`config.mk`:
```
export PLATFORM = sky130hd
export DESIGN_NAME = int_sequencer
export DESIGN_NICKNAME = d
export VERILOG_FILES = /design/src/rtl/int_sequencer.sv
export SDC_FILE = /design/constraint.sdc
export NUM_CORES = 1
export LEC_CHECK = 0
export BUFFER_PORTS_ARGS = -buffer_cell sky130_fd_sc_hd__buf_2
export CORE_MARGIN = 8
export CORE_UTILIZATION = 54
export CTS_BUF_LIST = sky130_fd_sc_hd__clkbuf_8
export DETAILED_ROUTE_END_ITERATION = 12
export PLACE_DENSITY = 0.95
export SYNTH_ARGS = -nofsm -noshare
export SYNTH_HDL_FRONTEND = slang
export SYNTH_SLANG_ARGS = --single-unit
```
`constraint.sdc`:
```
create_clock -name Clk -period 3.9 [get_ports Clk]
set_input_delay 0.78 -clock Clk [delete_from_list [all_inputs] [get_ports Clk]]
set_output_delay 0.78 -clock Clk [all_outputs]
set_load 0.02 [all_outputs]
```
`src/rtl/int_sequencer.sv`:
```
// Interrupt-entry sequencer: freezes fetch, drains the pipeline, pushes the return
// PC and flags, reads the 32-bit handler vector and redirects fetch.
module int_sequencer #(
  parameter int AW        = 20,
  parameter int VEC_ADDR  = 2,
  parameter int DRAIN_CYC = 4
) (
  input  logic          Clk,
  input  logic          Rst,
  input  logic          Int,
  input  logic          Busy,
  input  logic          RtiDone,
  input  logic [31:0]   Pc,
  input  logic [3:0]    Flags,
  input  logic [AW-1:0] Sp,
  input  logic [15:0]   MemRdData,
  output logic          Stall,
  output logic          Flush,
  output logic          MemWrite,
  output logic          MemRead,
  output logic [AW-1:0] MemAddr,
  output logic [15:0]   MemWrData,
  output logic          SpDec,
  output logic          PcLoad,
  output logic [31:0]   PcNew,
  output logic          IntAck
);

  localparam int            CW       = (DRAIN_CYC > 1) ? $clog2(DRAIN_CYC) : 1;
  localparam logic [CW-1:0] CNT_INIT = CW'(DRAIN_CYC - 1);
  localparam logic [AW-1:0] VEC_HI   = AW'(VEC_ADDR);
  // The low-half vector address wraps within the AW-bit address space.
  localparam logic [AW-1:0] VEC_LO   = AW'(VEC_ADDR + 1);

  typedef enum logic [2:0] {
    S_IDLE,
    S_DRAIN,
    S_PUSH_PCH,
    S_PUSH_PCL,
    S_PUSH_FLG,
    S_RD_VH,
    S_RD_VL,
    S_LOAD
  } state_e;

  state_e        state_q,   state_d;
  logic          int_q,     int_d;
  logic          pending_q, pending_d;
  logic          int_en_q,  int_en_d;
  logic [CW-1:0] cnt_q,     cnt_d;
  logic [31:0]   ret_pc_q,  ret_pc_d;
  logic [3:0]    ret_flg_q, ret_flg_d;
  logic [31:0]   pc_new_q,  pc_new_d;
  logic          enter_drain;
  logic          exit_drain;

  // NOTE: sequential state uses non-blocking assignments so every flop samples
  // the pre-edge values, independent of process ordering in simulation.
  always_ff @(posedge Clk or negedge Rst) begin
    if (!Rst) begin
      state_q   <= S_IDLE;
      int_q     <= 1'b0;
      pending_q <= 1'b0;
      int_en_q  <= 1'b1;
      cnt_q     <= '0;
      ret_pc_q  <= '0;
      ret_flg_q <= '0;
      pc_new_q  <= '0;
    end else begin
      state_q   <= state_d;
      int_q     <= int_d;
      pending_q <= pending_d;
      int_en_q  <= int_en_d;
      cnt_q     <= cnt_d;
      ret_pc_q  <= ret_pc_d;
      ret_flg_q <= ret_flg_d;
      pc_new_q  <= pc_new_d;
    end
  end

  always_comb begin
    // NOTE: every variable written here gets a default first so no latch is inferred.
    state_d     = state_q;
    int_d       = Int;
    pending_d   = pending_q;
    int_en_d    = int_en_q;
    cnt_d       = cnt_q;
    ret_pc_d    = ret_pc_q;
    ret_flg_d   = ret_flg_q;
    pc_new_d    = pc_new_q;
    enter_drain = 1'b0;
    exit_drain  = 1'b0;

    Stall     = 1'b0;
    Flush     = 1'b0;
    MemWrite  = 1'b0;
    MemRead   = 1'b0;
    MemAddr   = '0;
    MemWrData = '0;
    SpDec     = 1'b0;
    PcLoad    = 1'b0;
    IntAck    = 1'b0;
    PcNew     = (state_q == S_IDLE) ? 32'h0 : pc_new_q;

    case (state_q)
      S_IDLE: begin
        if (pending_q && int_en_q) begin
          state_d     = S_DRAIN;
          cnt_d       = CNT_INIT;
          enter_drain = 1'b1;
        end
      end
      S_DRAIN: begin
        Stall = 1'b1;
        if (cnt_q != '0) begin
          cnt_d = cnt_q - 1'b1;
        end else if (!Busy) begin
          state_d    = S_PUSH_PCH;
          exit_drain = 1'b1;
          ret_pc_d   = Pc;
          ret_flg_d  = Flags;
        end
      end
      S_PUSH_PCH: begin
        Stall     = 1'b1;
        MemWrite  = 1'b1;
        SpDec     = 1'b1;
        MemAddr   = Sp;
        MemWrData = ret_pc_q[31:16];
        state_d   = S_PUSH_PCL;
      end
      S_PUSH_PCL: begin
        Stall     = 1'b1;
        MemWrite  = 1'b1;
        SpDec     = 1'b1;
        MemAddr   = Sp;
        MemWrData = ret_pc_q[15:0];
        state_d   = S_PUSH_FLG;
      end
      S_PUSH_FLG: begin
        Stall     = 1'b1;
        MemWrite  = 1'b1;
        SpDec     = 1'b1;
        MemAddr   = Sp;
        MemWrData = {12'b0, ret_flg_q};
        state_d   = S_RD_VH;
      end
      S_RD_VH: begin
        Stall   = 1'b1;
        MemRead = 1'b1;
        MemAddr = VEC_HI;
        state_d = S_RD_VL;
      end
      S_RD_VL: begin
        // Read data for the high half arrives now, one cycle after its request.
        Stall           = 1'b1;
        MemRead         = 1'b1;
        MemAddr         = VEC_LO;
        pc_new_d[31:16] = MemRdData;
        state_d         = S_LOAD;
      end
      S_LOAD: begin
        Stall          = 1'b1;
        Flush          = 1'b1;
        PcLoad         = 1'b1;
        IntAck         = 1'b1;
        PcNew          = {pc_new_q[31:16], MemRdData};
        pc_new_d[15:0] = MemRdData;
        state_d        = S_IDLE;
      end
      default: state_d = S_IDLE;
    endcase

    // A fresh edge wins over the clear, so an edge on the exit cycle is not lost.
    if (Int && !int_q) begin
      pending_d = 1'b1;
    end else if (exit_drain) begin
      pending_d = 1'b0;
    end

    if (enter_drain) begin
      int_en_d = 1'b0;
    end else if (RtiDone) begin
      int_en_d = 1'b1;
    end
  end

endmodule

```
==> results.md, run 1 <==
- Post-synthesis instance total: 296
- FP Rows: 30
- Initial antenna violation count: 0
- Slew margin rel.: 39.1%
- Initial Util: 56.3%
- Core ar.: 6830 sq um
- Period utilization: 81.0%
- Via count: 2747
- Sink Count: 76
- Status: finished, final reports clean
- Dpl hpwl: 6910 microns
- Register Area: 1900 sq um
- Crit start category: flop
- Clock latency on the worst-skew pair: 0.34 ns
- I/O pins: 152
- Number of synthesized flops with an enable pin: 0
- Synth warnings: 0
- # port buffers: 151
- Die width: 100 microns
- Net Count, Synth: 379
- Num CTS Buffers: 9
- Post-layout minimum cycle time: 3.16 ns
- Hold Path Class: flop to flop
- Number of DRC markers in iteration 0: 126
- First-pass GRT wire length: 14800 microns
- Die Ht: 100 microns
- Power density cells: 923 nW/um^2
- Placed cell count: 527
- Worst EP required: 3.12 ns
- Die Area: 10100 sq um
- Synthesized flop and latch total: 76
- Setup TNS: 0 ns
- Multi-input logic area: 1750 sq um
- Root Driver: clkbuf_8
- Final hold vios: 0
- RSZ-0062 raised after global routing: no
- Most frequent cells in the layout: buf_2, dfrtp_1, and2_1
- Max Clk Rate: 0.317 GHz
- Fillers: 503
- Diode count: 0
- Clock Skews: 0.00388 ns
- Clk buf depth: 2
- Setup CP Type: flop to output pin
- Detailed-route wire length per cell: 17.2 microns
- Max_cap viols: 0
- RePlAce Congestion: 0.810
- Reg2reg path depth: 6
- Post-route insts no fill: 543
- H-tree level count: 3
- Setup violations, final: 0
- Leading cell type in the layout, fill and taps excluded: buf_2
- Critical path arrival: 2.38 ns
- Top_reg_cell synth: dfrtp_1
- Slew Limit Fails: 0
- Worst R2R Start: cnt_q[0]
- Ys async rst share: 100%
- Mapped Area: 3850 sq um
- FF-to-FF End: ret_pc_q[12]
- Post-layout net count: 525
- 1st-pass router iterations: 4
- # hold bufs at CTS: 0
- Layout cells sized above 1: 54.4%
- Worst VDD drop: 0.532 mV
- Layout area overhead: 26.4%
- CP max FO: 33
- Nature of the critical path endpoint: output pin
- Tot GR Track Use: 18.6%
- Hold Slack: 0.440 ns
- Critical Path Start: state_q[0]
- Crit path capture: PcNew[18]
- Synth cell types: 35
- Register area share after synthesis: 49.5%
- Largest net degree at the start of global routing: 77
- Detailed Route WL: 9360 microns
- FF-to-FF setup slack: 1.40 ns
- Clk slew on worst S/H paths: 0.08 ns
- Static Leak: 2.55 nW
- CTS tree: done
- Post-CTS Resized: 0
- DRC Markers: 0
- Via/cell ratio: 5.06
- Slew @ Worst Pin: 0.914 ns
- Vias in the first global route: 2954
- Total gr overflow: 0
- Syn_area_per_cell: 13.0 sq um
- Antenna Violating Nets Remaining: 0
- # Post-CTS Setup Buffers: 0
==> through the flow <==
step           utilization, %  power (mW)  setup slack [ns]  cell area, sq um
2_1_floorplan               -        3.03              1.57              3850
3_3_place_gp             67.3        3.63              1.18              4600
3_5_place_dp             67.3        3.73              1.06              4600
4_1_cts                  71.2        4.54             0.671              4860
5_1_grt                  71.2        4.75             0.493              4860
6_report                 71.2        4.49             0.741              4860
==> where the power goes <==
| part | switching [mW] | internal, mW | leakage [nW] | total, mW |
|---|---|---|---|---|
| Combinational | 1.27 | 1.05 | 1.51 | 2.32 |
| Sequential | 0.219 | 1.16 | 0.909 | 1.38 |
| Clock | 0.284 | 0.503 | 0.139 | 0.787 |
| Total | 1.77 | 2.71 | 2.55 | 4.49 |
==> cell usage after synthesis, drive strengths merged, types with 2 or more instances <==
master / instances / share of area [%]
dfrtp: 75 / 49
nor3: 2 / 0.26
buf: 15 / 3.8
mux2i: 2 / 0.52
mux2: 69 / 24
nand2: 14 / 1.6
a22o: 13 / 3.0
a32oi: 4 / 0.91
clkbuf: 6 / 0.59
nor2: 8 / 0.78
a211oi: 3 / 0.59
nor2b: 4 / 0.72
and2: 51 / 8.3
o21ai: 2 / 0.26
inv: 8 / 0.78
ha: 6 / 2.0
nand2b: 2 / 0.52
o22ai: 2 / 0.33
==> cells by family after synthesis <==
group,after synthesis,synth area share (%)
AND/OR/NAND/NOR,86,13.2
multiplexers,71,24.4
adder cells (fa/ha/maj),6,1.95
flip-flops,76,49.5
AO/OA/AOI/OAI,28,5.79
buffers and inverters,29,5.17
==> cell type report <==
| type | count | area share [%] |
|---|---|---|
| flip-flops and latches | 76 | 39.1 |
| well taps | 96 | 2.47 |
| repair buffers | 156 | 16.4 |
| clock buffers | 10 | 2.83 |
| clock inverters | 6 | 2.62 |
| inverters | 8 | 0.617 |
| multi-input cells | 191 | 36.0 |
==> worst max-delay path, stage by stage (launching register included) <==
cell and delay [ns]:
dfrtp_1 0.42, inv_1 0.14, ha_1 0.38, nand2b_1 0.53, and2_1 0.38, buf_2 0.16
==> registers in the layout, summed over array words and instances, names as in the netlist <==
signal,cells
ret_pc_q,32
int_en_q,1
cnt_q,2
pc_new_q,32
pending_q,1
int_q,1
state_q,3
ret_flg_q,4
==> layer usage <==
layer | vias to the layer above | global-route usage, % | wire length [microns]
met5 | - | 0 | 0
met3 | 14 | 6.85 | 743
met4 | 0 | 6.86 | 158
met2 | 100 | 32.6 | 4700
li1 | 1304 | - | -
met1 | 1329 | 20.1 | 3750
==> how the worst min path moves through the flow <==
stage | from | to | slack, ns | cells after the start
CTS | int_q | pending_q | 0.45 | 1
global placement | int_q | pending_q | 0.42 | 1
global route | int_q | pending_q | 0.47 | 1
finish | int_q | pending_q | 0.44 | 1
floorplan | int_q | pending_q | 0.41 | 1
detailed placement | int_q | pending_q | 0.43 | 1
No activity file was read; power rests on OpenSTA's default activity.
==> run 2, diff against run 1 <==
--- a/config.mk
+++ b/config.mk
@@ -5,12 +5,13 @@
 export SDC_FILE = /design/constraint.sdc
 export NUM_CORES = 1
 export LEC_CHECK = 0
+export ABC_AREA = 1
 export BUFFER_PORTS_ARGS = -buffer_cell sky130_fd_sc_hd__buf_2
 export CORE_MARGIN = 8
-export CORE_UTILIZATION = 54
+export CORE_UTILIZATION = 50
 export CTS_BUF_LIST = sky130_fd_sc_hd__clkbuf_8
 export DETAILED_ROUTE_END_ITERATION = 12
-export PLACE_DENSITY = 0.95
+export PLACE_DENSITY = 0.94
 export SYNTH_ARGS = -nofsm -noshare
 export SYNTH_HDL_FRONTEND = slang
 export SYNTH_SLANG_ARGS = --single-unit
==> constraint.sdc (replaced) <==
create_clock -name Clk -period 3.2 [get_ports Clk]
set_input_delay 0.64 -clock Clk [delete_from_list [all_inputs] [get_ports Clk]]
set_output_delay 0.64 -clock Clk [all_outputs]
set_load 0.02 [all_outputs]
==> results.md, run 2 <==
- Status: finished, final reports clean
- Max Clk Rate: 0.361 GHz
- Final hold vios: 0 (unchanged)
- 1st-pass router iterations: 6 (+2)
- Num CTS Buffers: 9 (unchanged)
- Slew @ Worst Pin: 0.951 ns (+0.0369 ns)
- Synth warnings: 0 (unchanged)
- Initial antenna violation count: 0 (unchanged)
- Max_cap viols: 0 (unchanged)
- Nature of the critical path endpoint: output pin
- Hold Crit Start: int_q
- CP max stage cell: dfrtp_1
- M1 WL: 3840 microns (+2.3%)
- Top sig layer: met4
- Count leader, synth: nand2_1
- Power density cells: 1070 nW/um^2 (+16%)
- Clock latency on the worst-skew pair: 0.33 ns (about the same)
- Post-layout net count: 708 (+35%)
- Hold depth: 1 (unchanged)
- Slew margin rel.: 36.6% (-2.5 points)
- Critical path arrival: 2.13 ns (-0.25 ns)
- Top_reg_cell synth: dfrtp_1
- CP Cell Sequence: inv_1 -> ha_1 -> buf_4 -> nand2_4 -> nand2_4 -> nor2_8 -> inv_2 -> a21o_1 -> buf_2
- Slew Limit Fails: 0 (unchanged)
- Initial Util: 50.3% (-6.0 points)
- Synth cell types: 24 (-31%)
- Psw: 2.41 mW (+36%)
- Dpl hpwl: 7100 microns (+2.8%)
- Slowest stage delay, CP: 0.39 ns (-0.14 ns)
- Die Ht: 103 microns (+2.8%)
- Layout cells sized above 1: 28.8% (-26 points)
- Number of synthesized flops with an enable pin: 0 (unchanged)
- Detailed Route WL: 9540 microns (+2.0%)
- Clk slew on worst S/H paths: 0.07 ns (about the same)
- Net Count, Synth: 569 (+50%)
- Syn_area_per_cell: 7.83 sq um (-40%)
- Largest net degree at the start of global routing: 77 (unchanged)
- Die Area: 10700 sq um (+5.7%)
- Hold Path Class: flop to flop
- Register area share after synthesis: 50.0% (+0.55 points)
- Sink Count: 76 (unchanged)
- Post-CTS Resized: 0 (unchanged)
- Clock Skews: 0.00757 ns (+0.00369 ns)
- # hold bufs at CTS: 0 (unchanged)
- Reg power frac: 31.9% (+1.1 points)
- Diode count: 0 (unchanged)
- FF-to-FF setup slack: 1.24 ns (-0.16 ns)
- Most frequent cells in the layout: nand2_1, buf_2, inv_1
- Biggest registers after layout: pc_new_q: 32 flops, ret_pc_q: 32 flops, ret_flg_q: 4 flops
- Post-synthesis instance total: 486 (+64%)
- Detailed-route wire length per cell: 13.0 microns (-24%)
- Worst R2R Start: state_q[1]
- Final Util: 62.2% (-9.0 points)
- RSZ-0062 raised after global routing: no
- Setup violations, final: 0 (unchanged)
- Synth area leaders: dfrtp_1, nand2_1, inv_1, nor2_1, o21ai_0
- Synth top cells by count: nand2_1, inv_1, dfrtp_1
- CP max FO: 19 (-42%)
- Setup CP Type: flop to output pin
- Post-layout minimum cycle time: 2.77 ns
- Worst VDD drop: 0.475 mV (-11%)
- Crit path top cell by count: nand2_4
- Crit start category: flop
- Worst EP required: 2.56 ns (-0.56 ns)
- Routed wl met3: 858 microns (+15%)
- Antenna Violating Nets Remaining: 0 (unchanged)
- Clock Power Share: 13.3% (-4.2 points)
- Vias in the first global route: 3595 (+22%)
- Synthesized flop and latch total: 76 (unchanged)
- Sink of the worst hold path: pending_q
- RePlAce Congestion: 0.857 (+5.8%)
- Setup TNS: 0 ns (unchanged)
- Tot GR Track Use: 18.5% (-0.17 points)
- Yosys top cell by area: dfrtp_1
- Core ar.: 7570 sq um (+11%)
- # port buffers: 151 (unchanged)
- DRC Markers: 0 (unchanged)
- Ys async rst share: 100% (unchanged)
- Via count: 3453 (+26%)
- Top-area cell type share of the netlist area: 49.3% (+0.55 points)
- Clk buf depth: 2 (unchanged)
- Period utilization: 86.6%
- FP Rows: 32 (+6.7%)
- I/O pins: 152 (unchanged)
- Mapped Area: 3800 sq um (-1.1%)
- Via/cell ratio: 4.72 (-6.6%)
- H-tree level count: 3 (unchanged)
- Number of DRC markers in iteration 0: 241 (+91%)
- First-pass GRT wire length: 15600 microns (+5.6%)
- Net Sw Frac: 47.9% (+8.4 points)
- P_int: 2.62 mW (-3.3%)
- Fillers: 658 (+31%)
- Reg2reg path depth: 8 (+2)
- Static Leak: 2.92 nW (+14%)
- Combinational power share: 54.9% (+3.2 points)
- Total gr overflow: 0 (unchanged)
- Layout area overhead: 23.8%
- CTS tree: done
- Detail Route met2 WL: 4710 microns (+0.19%)
- FF-to-FF End: state_q[1]
- Leading cell type in the layout, fill and taps excluded: nand2_1
- Die width: 103 microns (+2.8%)
- # Post-CTS Setup Buffers: 0 (unchanged)
- Root Driver: clkbuf_8
run 2: cell types whose count changed after synthesis, sizes merged, moves of 3 or more:
cell	previous run	this run
mux2	69	0
a32o	0	12
buf	15	21
o21ai	2	38
and2	51	0
a32oi	4	0
nand2	14	170
nand3	0	11
inv	8	81
nor2b	4	0
a22o	13	0
a211oi	3	0
nor2	8	60
run 2: cell families after synthesis:
logic type | after synthesis | share of synthesized area, %
AND/OR/NAND/NOR | 241 | 25.9
buffers and inverters | 106 | 12.8
flip-flops | 76 | 50.0
AO/OA/AOI/OAI | 57 | 9.34
adder cells (fa/ha/maj) | 6 | 1.97
run 2: how the worst max path moves through the flow:
stage,startpoint,to,slack (ns)
after detailed placement,state_q[0],MemAddr[1],0.76
after global routing,state_q[0],PcNew[2],0.26
after global placement,state_q[0],MemAddr[1],0.83
final,state_q[0],MemAddr[1],0.43
after CTS,state_q[0],MemAddr[1],0.39
after floorplan,state_q[1],MemAddr[1],0.96
run 2: final cells by class:
class | instances | area [sq um] | area share (%)
clock inverters | 6 | 57.6 | 1.22
flip-flops and latches | 76 | 1900 | 40.4
inverters | 81 | 309 | 6.56
well taps | 102 | 128 | 2.71
clock buffers | 9 | 124 | 2.63
multi-input cells | 304 | 1410 | 30.0
repair buffers | 153 | 773 | 16.4
run 2: worst max-delay path, delay by kind of cell (launching register included):
family / cells / cell delay (ns)
AO/OA/AOI/OAI: 1 / 0.15
adder cells (fa/ha/maj): 1 / 0.32
buffers and inverters: 4 / 0.57
flip-flops: 1 / 0.39
AND/OR/NAND/NOR: 3 / 0.37
run 2: power groups by stage:
stage          logic [mW]  clock network [mW]  registers, mW
6_report             2.76               0.668           1.60
5_1_grt              3.07               0.721           1.65
4_1_cts              2.81               0.688           1.60
3_5_place_dp         2.80                   0           1.62
3_3_place_gp         2.68                   0           1.60
2_1_floorplan        2.06                   0           1.55
run 2: per-layer routing:
layer	vias to the layer above	track usage, %
met1	1579	20.9
li1	1740	-
met3	12	5.09
met2	122	32.6
met5	-	0
met4	0	6.79
run 2: through the flow:
| stage | power (mW) | cell area [sq um] | setup slack, ns | hold WS, ns | instances |
|---|---|---|---|---|---|
| 3_3_place_gp | 4.28 | 4530 | 0.833 | 0.407 | 716 |
| 5_1_grt | 5.44 | 4710 | 0.260 | 0.430 | 731 |
| 3_5_place_dp | 4.41 | 4530 | 0.757 | 0.415 | 716 |
| 4_1_cts | 5.10 | 4710 | 0.391 | 0.423 | 731 |
| 6_report | 5.04 | 4710 | 0.428 | 0.422 | 731 |
| 2_1_floorplan | 3.61 | 3800 | 0.962 | 0.344 | 486 |
